[config.mk]
export PLATFORM = sky130hd
export DESIGN_NAME = lock_display_ctrl
export DESIGN_NICKNAME = d
export VERILOG_FILES = /design/src/rtl/lock_display_ctrl.sv
export SDC_FILE = /design/constraint.sdc
export NUM_CORES = 1
export LEC_CHECK = 0
export CAP_MARGIN = 20
export CORE_ASPECT_RATIO = 0.75
export CORE_MARGIN = 10
export CORE_UTILIZATION = 35
export DETAILED_ROUTE_END_ITERATION = 6
export PLACE_DENSITY_LB_ADDON = 0.08
export SYNTH_ARGS = -nofsm -noshare
export SYNTH_HDL_FRONTEND = slang
export SYNTH_SLANG_ARGS = --single-unit
[constraint.sdc]
create_clock -name clk -period 2.8 [get_ports clk]
set_input_delay 0.56 -clock clk [delete_from_list [all_inputs] [get_ports clk]]
set_output_delay 0.56 -clock clk [all_outputs]
set_load 0.03 [all_outputs]
[src/rtl/lock_display_ctrl.sv]
// Registered seven-segment / RGB status controller for the digital lock; 2-cycle input-to-output latency.
// No backpressure: display pins update every cycle. Optional leading-zero blanking via LOCK_DISP_LZB_EN.
module lock_display_ctrl #(
    parameter int NUM_DIGITS  = 8,
    parameter int BLINK_HALF  = 50,
    parameter int HOLD_CYCLES = 300
) (
    input  logic                          clk,
    input  logic                          rst,
    input  logic [1:0]                    mode,
    input  logic [$clog2(NUM_DIGITS):0]   pos,
    input  logic [4*NUM_DIGITS-1:0]       seq,
    output logic [8*NUM_DIGITS-1:0]       ss,
    output logic                          red,
    output logic                          green,
    output logic                          blue,
    output logic                          open_done
);

    localparam int PW = $clog2(NUM_DIGITS) + 1;
    localparam int BW = $clog2(BLINK_HALF + 1);
    localparam int HW = $clog2(HOLD_CYCLES + 1);
    localparam int ALARM_DIGITS = (NUM_DIGITS < 8) ? NUM_DIGITS : 8;

    if (NUM_DIGITS < 4 || NUM_DIGITS > 16 || BLINK_HALF < 1 || HOLD_CYCLES < 1) begin : g_param_check
        $error("lock_display_ctrl: illegal parameter value");
    end

    localparam logic [1:0] M_ENTRY = 2'd0;
    localparam logic [1:0] M_OPEN  = 2'd1;
    localparam logic [1:0] M_ALARM = 2'd2;

    localparam logic [2:0] S_ENTRY    = 3'd0;
    localparam logic [2:0] S_OPEN_MSG = 3'd1;
    localparam logic [2:0] S_OPEN_SEQ = 3'd2;
    localparam logic [2:0] S_ALARM    = 3'd3;
    localparam logic [2:0] S_SHOW     = 3'd4;

    localparam logic [7:0]  SEG_DASH     = 8'h40;
    localparam logic [7:0]  SEG_DP       = 8'h80;
    localparam logic [31:0] OPEN_BANNER  = 32'h3F73_7937;
    localparam logic [63:0] ALARM_BANNER = 64'h3977_3838_0067_0606;

    localparam logic [BW-1:0] BLINK_LAST = BW'(BLINK_HALF - 1);
    localparam logic [HW-1:0] HOLD_LAST  = HW'(HOLD_CYCLES - 1);

    function automatic logic [7:0] hex_seg(input logic [3:0] n);
        logic [7:0] s;
        case (n)
            4'h0: s = 8'h3F;
            4'h1: s = 8'h06;
            4'h2: s = 8'h5B;
            4'h3: s = 8'h4F;
            4'h4: s = 8'h66;
            4'h5: s = 8'h6D;
            4'h6: s = 8'h7D;
            4'h7: s = 8'h07;
            4'h8: s = 8'h7F;
            4'h9: s = 8'h6F;
            4'hA: s = 8'h77;
            4'hB: s = 8'h7C;
            4'hC: s = 8'h39;
            4'hD: s = 8'h5E;
            4'hE: s = 8'h79;
            default: s = 8'h71;
        endcase
        return s;
    endfunction

    logic [1:0]              mode_q;
    logic [PW-1:0]           pos_q, pos_d;
    logic [4*NUM_DIGITS-1:0] seq_q, seq_d;
    logic [2:0]              state_q, state_d;
    logic [BW-1:0]           blink_cnt_q, blink_cnt_d;
    logic                    phase_q, phase_d;
    logic [HW-1:0]           hold_q, hold_d;
    logic                    first_q, first_d;

    logic [8*NUM_DIGITS-1:0] ss_q, ss_d;
    logic                    red_q, red_d;
    logic                    green_q, green_d;
    logic                    blue_q, blue_d;
    logic                    open_done_q, open_done_d;

    logic [8*NUM_DIGITS-1:0] dec_seq;
    logic                    lead_zero;

    assign pos_d = pos;
    assign seq_d = seq;

    // Mode changes win over every in-state event, including hold expiry.
    always_comb begin
        state_d     = state_q;
        blink_cnt_d = blink_cnt_q;
        phase_d     = phase_q;
        hold_d      = hold_q;
        first_d     = first_q;
        if (mode != mode_q) begin
            case (mode)
                M_ENTRY: state_d = S_ENTRY;
                M_OPEN:  state_d = S_OPEN_MSG;
                M_ALARM: state_d = S_ALARM;
                default: state_d = S_SHOW;
            endcase
            blink_cnt_d = '0;
            phase_d     = 1'b1;
            hold_d      = '0;
            first_d     = 1'b0;
        end else begin
            case (state_q)
                S_ENTRY, S_ALARM: begin
                    if (blink_cnt_q == BLINK_LAST) begin
                        blink_cnt_d = '0;
                        phase_d     = ~phase_q;
                    end else begin
                        blink_cnt_d = blink_cnt_q + 1'b1;
                    end
                end
                S_OPEN_MSG: begin
                    if (hold_q == HOLD_LAST) begin
                        state_d = S_OPEN_SEQ;
                        hold_d  = '0;
                        first_d = 1'b1;
                    end else begin
                        hold_d = hold_q + 1'b1;
                    end
                end
                S_OPEN_SEQ: first_d = 1'b0;
                default: ;
            endcase
        end
    end

    always_comb begin
        dec_seq   = '0;
        lead_zero = 1'b1;
`ifdef LOCK_DISP_LZB_EN
        for (int i = NUM_DIGITS - 1; i >= 1; i--) begin
            if (lead_zero && (seq_q[4*i +: 4] == 4'h0)) begin
                dec_seq[8*i +: 8] = 8'h00;
            end else begin
                lead_zero         = 1'b0;
                dec_seq[8*i +: 8] = hex_seg(seq_q[4*i +: 4]);
            end
        end
        dec_seq[7:0] = hex_seg(seq_q[3:0]);
`else
        for (int i = 0; i < NUM_DIGITS; i++) begin
            dec_seq[8*i +: 8] = hex_seg(seq_q[4*i +: 4]);
        end
`endif
    end

    always_comb begin
        ss_d        = '0;
        red_d       = 1'b0;
        green_d     = 1'b0;
        blue_d      = 1'b0;
        open_done_d = 1'b0;
        case (state_q)
            S_ENTRY: begin
                blue_d = 1'b1;
                // pos counts from the left; digit i sits NUM_DIGITS-1-i places from the left.
                for (int i = 0; i < NUM_DIGITS; i++) begin
                    if (pos_q >= PW'(NUM_DIGITS) || pos_q > PW'(NUM_DIGITS - 1 - i)) begin
                        ss_d[8*i +: 8] = SEG_DASH;
                    end else if (pos_q == PW'(NUM_DIGITS - 1 - i)) begin
                        ss_d[8*i +: 8] = phase_q ? SEG_DP : 8'h00;
                    end
                end
            end
            S_OPEN_MSG: begin
                green_d    = 1'b1;
                ss_d[31:0] = OPEN_BANNER;
            end
            S_OPEN_SEQ: begin
                green_d     = 1'b1;
                open_done_d = first_q;
                ss_d        = dec_seq;
            end
            S_ALARM: begin
                red_d = 1'b1;
                if (phase_q) begin
                    for (int i = 0; i < ALARM_DIGITS; i++) begin
                        ss_d[8*i +: 8] = ALARM_BANNER[8*i +: 8];
                    end
                end
            end
            S_SHOW: ss_d = dec_seq;
            default: ;
        endcase
    end

    always_ff @(posedge clk) begin
        if (rst) begin
            mode_q      <= 2'd0;
            pos_q       <= '0;
            seq_q       <= '0;
            state_q     <= S_ENTRY;
            blink_cnt_q <= '0;
            phase_q     <= 1'b1;
            hold_q      <= '0;
            first_q     <= 1'b0;
            ss_q        <= '0;
            red_q       <= 1'b0;
            green_q     <= 1'b0;
            blue_q      <= 1'b0;
            open_done_q <= 1'b0;
        end else begin
            mode_q      <= mode;
            pos_q       <= pos_d;
            seq_q       <= seq_d;
            state_q     <= state_d;
            blink_cnt_q <= blink_cnt_d;
            phase_q     <= phase_d;
            hold_q      <= hold_d;
            first_q     <= first_d;
            ss_q        <= ss_d;
            red_q       <= red_d;
            green_q     <= green_d;
            blue_q      <= blue_d;
            open_done_q <= open_done_d;
        end
    end

    assign ss        = ss_q;
    assign red       = red_q;
    assign green     = green_q;
    assign blue      = blue_q;
    assign open_done = open_done_q;

endmodule

-- Word-level counts from Yosys, hierarchy flattened
Memory sizes are Yosys's and may differ from the RTL's. A register that Yosys moved wholly into a read port is not among the register bits.
Cells that the tools add are included.
- bits in registers: 94
- memory bits (read-only): 896
- bits of input ports: 40
- output and inout port bits: 68
- logic and storage cells: 111
- memories kept: 8
- $add $sub $neg: 2
- $lt $le $gt $ge: 9
- equal/unequal tests: 17
- muxes and demuxes: 39
- bitwise logic cells: 2
- reduce and logical (&&, ||, !) cells: 22
- memories (name ; words ; width ; rd ports ; clocked after memory_dff ; wr ports ; RTL line ; text):
    (name not given) ; 16 ; 7 ; 1 ; 1 ; 0 ; 49 ; case (n)
    (name not given) ; 16 ; 7 ; 1 ; 1 ; 0 ; 49 ;
    (name not given) ; 16 ; 7 ; 1 ; 1 ; 0 ; 49 ;
    (name not given) ; 16 ; 7 ; 1 ; 1 ; 0 ; 49 ;
    (name not given) ; 16 ; 7 ; 1 ; 1 ; 0 ; 49 ;
    (name not given) ; 16 ; 7 ; 1 ; 1 ; 0 ; 49 ;
    +2 memories ; - ; - ; - ; - ; - ; - ;
- operators with widths (kind ; number):
    two-way mux 8 bit ; 17
    one-hot mux 32 bit (4 select lines) ; 1
    one-hot mux 32 bit (3 select lines) ; 1
    two-way mux 62 bit ; 1
    two-way mux 4 bit ; 8
    equality test 4 x 3 -> 1 bit, second input constant ; 4
    > comparator 4 x 3 -> 1 bit, second input constant ; 4
    OR reduction 2 bit ; 5
    adder 9 x 1 -> 9 bit, second input constant ; 1
    equality test 9 bit, second input constant ; 1
    two-way mux 3 bit ; 3
    two-way mux 9 bit ; 1
    one-hot mux 3 bit (3 select lines) ; 1
    equality test 4 x 2 -> 1 bit, second input constant ; 2
    > comparator 4 x 1 -> 1 bit, second input constant ; 2
    > comparator 4 x 2 -> 1 bit, second input constant ; 2
    logical OR 1 bit ; 8
    adder 6 x 1 -> 6 bit, second input constant ; 1
    equality test 3 x 2 -> 1 bit, second input constant ; 2
    equality test 6 bit, second input constant ; 1
    two-way mux 6 bit ; 1
    AND reduction 2 bit ; 3
    nonzero test 2 bit ; 3
    equality test 4 x 1 -> 1 bit, second input constant ; 1
    other kinds (13) ; 17

-- Depth between registers and ports, before layout
Gate-level depths: netlist (run 1).
- word-level depth: 4
- gate-level depth with buffers: 9
- gate-level depth less buffers: 7

-- Least setup slack after synthesis (run 1)
OpenSTA, ideal clock, no wires.
- path type: input-to-reg
- start: in rst
- end: reg dec_seq[33] (netlist name)
- arrival: 2.125 ns
- data required time: 2.677 ns
- path slack: 0.552 ns
- stages on the path: 9
- cells stage by stage: clkbuf_1 clkbuf_1 nand2b_1 inv_1 ha_1 nand2b_1 a21boi_0 a21oi_1 or2_2
- cells in the longest elaborated chain, start to end: 1
- ends and longest elaborated chain (item ; RTL line ; text):
    start: declaration ; 9 ; input logic rst,
    two-way mux 4 bit (no line) ; - ;
Every way passes these cells.
A chain may end at the register's enable or synchronous reset.

-- Worst setup path after layout (run 1)
- start: reg ss_q[6], in the netlist ss[6]
- end: out ss[6]
- RTL lines (item ; RTL line ; text):
    start: declaration ; 79 ; logic [8*NUM_DIGITS-1:0] ss_q, ss_d;
    start signal: assignment ; 218 ; ss_q <= ss_d;
    end: declaration ; 13 ; output logic [8*NUM_DIGITS-1:0] ss,
No word-level cell between the ends.

==> results of run 1 <==
[path summary, 6_finish.rpt]
path	from	to	slack [ns]	cells past startpoint
worst max-delay path	ss[6]	ss[6]	0.76	1
worst min-delay path	dec_seq[42]	ss[42]	0.42	1
worst max register to register	state_q[0]	blink_cnt_q[1]	0.79	4
worst min register to register	dec_seq[42]	ss[42]	0.42	1
[layout make-up]
class                      count  area share (%)
inverter                      38            1.58
clock buffer                  20            5.16
multi-input combinational    559            41.8
timing repair buffer         124            13.4
tap                          258            3.57
clock inverter                11            1.35
sequential                   150            33.2
[layer usage]
metal | vias to the layer above | track usage [%] | wire (microns)
met4 | 0 | 4.35 | 171
met3 | 11 | 3.48 | 949
li1 | 2904 | - | -
met1 | 2644 | 17.9 | 8950
met5 | - | 0 | 0
met2 | 138 | 21.0 | 7790
[cell families after synthesis]
logic type	count (synthesis)	synth area share [%]
adder cells (fa/ha/maj)	61	10.7
XOR/XNOR	17	2.09
flip-flops	150	42.1
AND/OR/NAND/NOR	277	20.0
buffers and inverters	87	4.82
multiplexers	31	4.35
AO/OA/AOI/OAI	173	16.0
[placed cells by master, fill, tap and decap left out, types with 17 or more instances in the layout]
cell               n
a21oi_1           79
ha_1              61
o22ai_1           17
dfxtp_1          150
nand2_1           54
a2bb2oi_1         17
nor2b_1           20
nor2_1            81
clkdlybuf4s50_1  106
nor3_1            21
inv_1             38
buf_4             17
mux2i_1           31
nand2b_1          42
clkbuf_16         17
[stage by stage]
step	hold slack (ns)	setup slack (ns)	std cells	power, uW
2_1_floorplan	0.406	0.552	796	3040
3_3_place_gp	0.408	0.520	1129	3420
3_5_place_dp	0.410	0.417	1129	3430
4_1_cts	0.425	0.742	1160	5730
5_1_grt	0.441	0.653	1160	5910
6_report	0.422	0.762	1160	5650
[flip-flops by register name (all words and copies together) (netlist names), 2 cells and up]
| signal | flops |
|---|---|
| mode_q | 2 |
| blink_cnt_q | 6 |
| dec_seq | 56 |
| ss | 64 |
| pos_q | 4 |
| state_q | 3 |
| hold_q | 9 |
[power by group]
| part | switching, uW | internal (uW) |
|---|---|---|
| Sequential | 76.9 | 2290 |
| Combinational | 574 | 438 |
| Clock | 890 | 1380 |
==> flow_results.org, run 1 <==
** Outcome
- The run finished with clean final reports.

** Route
- Average wire per cell in the routed design :: 15.4 microns
- Across all layers, the routed design uses 5697 vias.
- For this block, the routed nets add up to 17900 microns of wire.
- Number of DRC violations after detailed routing :: 0
- In this run, the number of DRC markers left after iteration 0 of detailed routing was 483.
- The detail route stage leaves a number of antenna-violating nets equal to 0.
- The first detailed-routing pass ran for 5 iterations.
- Dividing the detail-routed via count by the number of cells gives 4.91.

** CTS
- Counting along the longest clock path gives a buffer depth of 2.
- The number of hold buffers added after CTS was 0.
- Setup fix buffers added after clock tree synthesis :: 0
- TritonCTS built the clock tree.
- Clock tree synthesis inserted a total of 17 buffers.
- Clock latency reported for the late side of the worst-skew pair :: 0.42 ns
- Counting every sink on the clock net gives 150.
- Clock transition time at the flip-flop clock pins of the worst setup and hold paths :: 0.06 ns
- Clock root buffer master :: clkbuf_16
- H-tree lvl count :: 4
- The number of gates resized after CTS was 0.

** Floorplan
- The floorplan step defined a die boundary enclosing 26600 sq um.
- The initialized floorplan defines 45 standard-cell rows.
- Width of the die :: 185 microns
- Effective utilization at floorplan :: 35.4%
- Core Footprint :: 20200 sq um
- The die is 144 microns tall.
- 108 I/O pins were placed.

** Worst setup path
- The critical path goes through clkdlybuf4s50_1.
- In this design, the stage delay of the slowest critical-path cell is 0.70 ns.
- Data on the critical path is required at its endpoint by 2.24 ns.
- Together, buffers and inverters on the worst path number 1.
- STA classifies the critical path startpoint as a register.
- Among cell families on the critical path, the largest total delay comes from buffers and inverters.
- Along the worst path, the maximum fanout reaches 1.
- The worst setup path is of the reg -> out kind.
- Critical Path End Type :: primary output
- Standard cell with the maximum stage delay on the critical path :: clkdlybuf4s50_1
- Data on the critical path arrives at its endpoint at 1.48 ns.

** Logic synthesis
- Of the synthesized area, sequential elements account for 42.1%.
- The mapped netlist covers 7130 sq um.
- Area contributors post-synth :: dfxtp_1, ha_1, a21oi_1
- Primary FF master, synth :: dfxtp_1
- The synthesized design contains 0 enable-type register cells.
- Cell type contributing the most total cell area after synthesis :: dfxtp_1
- During synthesis, Yosys emitted a total of 0 warnings.
- Counting flops and latches in the post-synthesis netlist gives 150.
- Unique cell type count in the Yosys netlist :: 56
- Commonest cells post-synth :: dfxtp_1, nor2_1, a21oi_1
- For this run, asynchronously set or reset flops after synthesis account for 0%.
- Portion of synthesized cell area occupied by the leading cell type :: 42.1%
- When the netlist entered floorplanning its net count stood at 897.
- Most repeated cell in the gate-level netlist after synthesis :: dfxtp_1
- Cell count after synthesis :: 796
- Dividing the synthesized area by the synthesized cell count gives 8.96 sq um.

** Cells and area
- For this run, the post-layout net count is 991.
- 0 antenna diodes ended up in the layout.
- The finished cells cover 9050 sq um.
- Summing all multi-input logic gate instances after layout gives 3790 sq um.
- Sequential Area :: 3000 sq um
- The area growth from synthesis to layout is 26.9%.
- Post-layout utilization of the core :: 44.9%
- Fill cell total of the finished layout :: 1913
- In the final layout, the share of cells above drive strength 1 is 6.87%.

** Timing
- Unrepaired setup endpoints after global routing :: no
- On the final layout, the worst clock skew is 0.0103 ns.
- Setup violations remaining at the end of the flow were counted as 0.
- The final-report hold violation count was 0.
- Timing would allow up to 491 MHz.
- Max_slew headroom :: 40.1%
- Final clock period utilization by the worst path :: 72.8%
- Count of pins over their slew limit :: 0
- At the pin with the least slew margin, the transition time is 0.898 ns.
- Summed over all failing endpoints, the final setup total negative slack is 0 ns.
- For the finished layout, the period the worst path requires is 2.04 ns.

** GRT
- The number of global-route vias before repair came to 5585.
- Across every metal layer, demand over resource in global routing totals 13.5%.
- The first global-routing pass estimated 28700 microns of wire.
- Initial antenna violation count :: 0
- The total overflow left after global routing is 0.
- Largest net degree at the start of global routing :: 34

** Placement
- Summing all placed instances gives a cell area of 8460 sq um.
- Placer congestion estimate :: 0.866
- DPL Wire Length :: 13300 microns
- Buffers placed on the I/O ports in this run total 107.

** Power and ir drop
- Cell leakage power :: 0.00374 uW
- Power Density :: 624 nW/um^2
- Worst-case vdd ir drop :: 0.377 mV

** Run
- Max-cap violations :: 0

** Worst hold path
- Worst hold path type :: reg -> reg
No activity file was read; power rests on OpenSTA's default activity.
==> inputs of run 2 (changes only) <==
clock period = 1.65 ns   (was 2.8 ns; I/O delays follow)
==> flow_results.org, run 2 (synthesis results as in run 1) <==
** Outcome
- Result of the run :: finished, final reports clean (unchanged)

** Power and ir drop
- The overall power consumption is 9350 uW (was 5650 uW).
- Worst-case vdd ir drop :: 0.688 mV (was 0.377 mV)
- The power density over cell area came to 946 nW/um^2 (was 624 nW/um^2).
- The reported leakage power was 0.00460 uW (was 0.00374 uW).

** GRT
- GR Util All Layers :: 14.4% (was 13.5%)
- The residual overflow from global routing came to 0 (unchanged).
- Vias in the first global route :: 5967 (was 5585)
- Global-route wire length before repair :: 30800 microns (was 28700 microns)
- Largest net degree at the start of global routing :: 33 (was 34)
- Initial antenna violation count :: 0 (unchanged)

** Floorplan
- Total Die Area :: 26600 sq um (unchanged)
- The die span in x came to 185 microns (unchanged).
- Effective utilization at floorplan :: 35.4% (unchanged)
- Count of boundary I/O pins :: 108 (unchanged)
- Standard-cell rows :: 45 (unchanged)
- Core Footprint :: 20200 sq um (unchanged)
- The vertical die dimension came to 144 microns (unchanged).

** Timing
- The worst-margin pin slew is 0.400 ns (was 0.898 ns).
- Final setup violation count :: 0 (unchanged)
- For this run, the top clock speed supported by timing is 627 MHz.
- Final clock period utilization by the worst path :: 96.7%
- Final setup skew :: 0.00704 ns (was 0.0103 ns)
- The worst hold slack after final layout is 0.345 ns (was 0.422 ns).
- Unrepaired setup endpoints after global routing: no (unchanged).
- The max-slew violation count came to 0 (unchanged).
- Max_slew headroom :: 73.2% (was 40.1%)
- Number of hold violations in the final report :: 0 (unchanged)
- Clock period minus final worst setup slack :: 1.60 ns

** Route
- Detail-routed via count per cell :: 4.80 (was 4.91)
- The routed wire length per instance came to 14.9 microns (was 15.4 microns).
- The routed via count is 6094 (was 5697).
- The number of nets with antenna violations after routing was 0 (unchanged).
- The number of DRC violations after detailed-routing iteration 0 came to 386 (was 483).
- DR pass1 iterations :: 5 (unchanged)
- The overall routed net length was 19000 microns (was 17900 microns).
- Number of DRC violations after detailed routing :: 0 (unchanged)

** CTS
- The CTS tree is done (unchanged).
- The H-tree depth is 4 (unchanged).
- The clock insertion delay at the later pin of the skew report came to 0.42 ns (about the same).
- Sinks on the clock net :: 150 (unchanged)
- Cts bufs inserted :: 17 (unchanged)
- Setup fix buffers added after clock tree synthesis :: 0 (unchanged)
- The clock slew at the register clock pins of the worst setup and hold paths is 0.06 ns (about the same).
- The root buffer cell was clkbuf_16 (unchanged).
- CTS Hold Bufs :: 0 (unchanged)
- The maximum buffer depth of the clock tree is 2 (unchanged).

** Worst setup path
- Category of the worst setup path launch point :: register (unchanged)
- The required arrival time at the worst endpoint came to 1.96 ns (was 2.24 ns).
- Biggest fanout along the worst timing path :: 6 (was 1)
- Critical Path AT :: 1.91 ns (was 1.48 ns)
- Critical Path End Type :: register (was primary output)
- Standard cell with the maximum stage delay on the critical path :: or4_4 (was clkdlybuf4s50_1)
- WS Path Type :: reg -> reg (was reg -> out)
- Number of buffer and inverter instances along the worst setup path :: 1 (unchanged)
- The peak per-stage delay on the critical path was 0.46 ns (was 0.70 ns).
- The kind of cell with the highest combined delay on the critical path was simple AND/OR/NAND/NOR gates (was buffers and inverters).
- Cell-by-cell listing of the critical path: or3b_2, or4_4, nand2_4, buf_4, nor2_1 (was clkdlybuf4s50_1).

** Run
- Max-cap violations :: 0 (unchanged)

** Cells and area
- The area growth from synthesis to final layout is 38.6% (was 26.9%).
- Total Nets Final :: 1101 (was 991)
- Sequential Area :: 3010 sq um (was 3000 sq um)
- Most used cells in the layout excluding fill and tap cells: dfxtp_1, buf_4, nor2_1 (was dfxtp_1, clkdlybuf4s50_1, nor2_1).
- Share of layout cells above drive strength 1 :: 18.8% (was 6.87%)
- The final core utilization came to 49.1% (was 44.9%).
- Combined area of the multi-input logic cells :: 3890 sq um (was 3790 sq um)
- The number of flip-flops in the largest register came to 64 (unchanged).
- The count of antenna diodes in the layout is 0 (unchanged).
- Fill cell total of the finished layout :: 1904 (was 1913)
- Most common cell after layout, fill and taps aside :: dfxtp_1 (unchanged)

** Placement
- Port buffer count :: 107 (unchanged)
- Placer congestion estimate :: 0.870 (was 0.866)
- DPL Wire Length :: 14600 microns (was 13300 microns)

** Worst hold path
- Worst hold path type :: in -> reg (was reg -> reg)
==> run 2: power by group <==
group / internal, uW / switching [uW]
Clock: 1940 / 1510
Sequential: 3880 / 110
Combinational: 860 / 1050
==> run 2: layout make-up <==
cell class | count | area share, %
Clock inverter | 12 | 0.810
Timing Repair Buffer | 234 | 20.2
Sequential cell | 150 | 30.4
Inverter | 38 | 1.44
Tap cell | 258 | 3.27
Clock buffer | 19 | 4.48
Multi-Input combinational cell | 559 | 39.4
==> run 2: worst paths after layout <==
check	startpoint	to	slack, ns	cells after the start
setup / recovery	blink_cnt_q[3]	blink_cnt_q[5]	0.05	5
hold / removal	rst	pos_q[0]	0.35	3
setup reg to reg	blink_cnt_q[3]	blink_cnt_q[5]	0.05	5
hold reg to reg	dec_seq[33]	ss[33]	0.42	1
==> run 2: repair_timing <==
item	CTS	global route
pin swaps	0	1
setup endpoints to repair	68	9
gates resized for setup	68	5
==> run 2: through the flow <==
stage               std cells  setup WS, ns  cell area, sq um  TNS (ns)
finish                   1270        0.0548              9890         0
global route             1270      0.000907              9890         0
CTS                      1270      0.000357              9870         0
detailed placement       1239        -0.312              9440     -8.83
global placement         1239        -0.318              9440     -6.39
floorplan                 796       -0.0622              7250    -0.147
==> run 2: worst min-delay path: stages <==
cell,delay [ns]
buf_4,0.15
buf_4,0.18
nor2b_1,0.06
==> run 2: routing by layer <==
layer	up-vias	global-route usage, %	wire, microns	share of wire [%]
met3	20	3.96	863	4.6
met2	137	21.3	8130	43
li1	3130	-	-	-
met1	2807	19.9	9680	51
met4	0	4.05	280	1.5
met5	-	0	0	0
==> inputs of run 3 (changes only) <==
HOLD_SLACK_MARGIN = 0.08   (was default)
==> results of run 3 <==
The final DEF is identical to that of run 2; final timing and power are the same.
==> variant, RTL diff (config.mk and constraints of run 2) <==
Change the parameter `NUM_DIGITS` from 8 to 16.
--- a/src/rtl/lock_display_ctrl.sv
+++ b/src/rtl/lock_display_ctrl.sv
@@ -2,5 +2,5 @@
 // No backpressure: display pins update every cycle. Optional leading-zero blanking via LOCK_DISP_LZB_EN.
 module lock_display_ctrl #(
-    parameter int NUM_DIGITS  = 8,
+    parameter int NUM_DIGITS  = 16,
     parameter int BLINK_HALF  = 50,
     parameter int HOLD_CYCLES = 300
Ports: changed (resized pos, seq and ss); port bits go from 108 to 205. No check against the original RTL was run, so the function may have changed too.
==> variant against run 2 <==
  * Sequential cell count up 121
  * Die area rose by 65%
  * Count of clock-buffer cells in the layout grew 21
  * Power rose by 89%
  * Cell area grew 82%
  * Worst setup slack got worse by 13 ps
  * Synthesized area increased by 75%
  * Critical path type is now reg -> out
  * Routed wire length grew 89%
  * Largest power group unchanged
  * Critical endpoint is now ss[99]
  * Sequential share of layout area is 0.30 points lower
==> variant: results <==
group,metric,value,unit
outcome,status,"finished, final reports clean",
power,swShare,0.270,
drt,routed_wirelength,35900,um
worst_setup_path,r2r-end,"ss[81]",
global_route,grt_start_max_net_pins,76,
drt,avgRoutedWirePerCell,16.1,um
global_route,met3_usage,0.0383,
layout,largest_register_ffs,128,
layout,multi_input_area_share,0.379,
worst_setup_path,timing.rr.start,"state_q[2]",
power,p_leak,8.03,nW
drt,drtIter0Drc,657,
placement,place_congestion,0.865,
power,comb_power,3.40,mW
clock_tree,cts.path.max_buffers,3,
placement,place_ws,-270,ps
timing,worstMarginPinSlew,530,ps
power,finalPower,17.7,mW
clock_tree,cts-resized-gates,204,
worst_setup_path,crit_end,"ss[99]",
worst_setup_path,critPathTopFamily,"buffers and inverters",
yosys,netlist-cell-type-count,65,
worst_setup_path,cp_max_fo,1,
layout,nClkBuffers,40,
global_route,antenna_found_initial,2,
drt,dr.max_layer_used,"met5",
layout,num-multi-input-gates,946,
drt,wl_met1,18200,um
layout,clkCellAreaFrac,0.0589,
timing,fin_skew,14.5,ps
yosys,synthTopCellsByCount,"271 x dfxtp_1, 126 x a21oi_1, 123 x nand2_1, 117 x ha_1, 110 x nor2_1",
clock_tree,cts.htree.levels,1,
yosys,synthCells,1384,
placement,place.port_buffers,204,
drt,dr_wl_met3,2030,um
placement,place_inst,2173,
layout,nonClkBufAreaFrac,0.212,
yosys,synth_nets,1574,
placement,placed_cell_area,0.0170,mm^2
global_route,grt_use_met1,0.231,
layout,buffers,424,
yosys,syn_area,0.0125,mm^2
global_route,first_global_vias,10457,
power,clock_power,7.14,mW
worst_setup_path,critPathLaunch,"ss[99]",
yosys,synthTopCellsByArea,"dfxtp_1 43%, ha_1 12%, a21oi_1 5.1%",
yosys,synth-seq-cells,271,
layout,inv_count,75,
global_route,grt.total_usage,0.161,
drt,dr_wl_met2,15000,um
timing,finalWorstSetupSlack,41.4,ps
worst_setup_path,cpPeakStageDelay,420,ps
drt,vias_per_cell,4.77,
clock_tree,clk_latency,570,ps
[variant: cell types whose count changed after synthesis, moves of 9 or more]
cell	run 2	this run
nor2_1	81	110
inv_1	38	75
nand2_1	54	123
clkbuf_1	27	64
o21ai_0	2	46
a32oi_1	2	14
a22oi_1	4	13
ha_1	61	117
o22ai_1	17	29
nor3_1	21	37
a21oi_1	79	126
mux2i_1	31	48
dfxtp_1	150	271
and2_1	12	65
[variant: worst min path at each step]
stage	endpoint	start	slack [ps]
after floorplan	ss[100]	dec_seq[100]	410
after global placement	ss[85]	dec_seq[85]	410
after detailed placement	ss[74]	dec_seq[74]	410
after CTS	mode_q[1]	rst	120
after global routing	mode_q[1]	rst	140
final	mode_q[1]	rst	160
[variant: logic make-up after synthesis]
group / share of synthesized area
AND/OR/NAND/NOR: 0.186
AO/OA/AOI/OAI: 0.158
flip-flops: 0.435
buffers and inverters: 0.0542
adder cells (fa/ha/maj): 0.117
multiplexers: 0.0421
XOR/XNOR: 0.00772
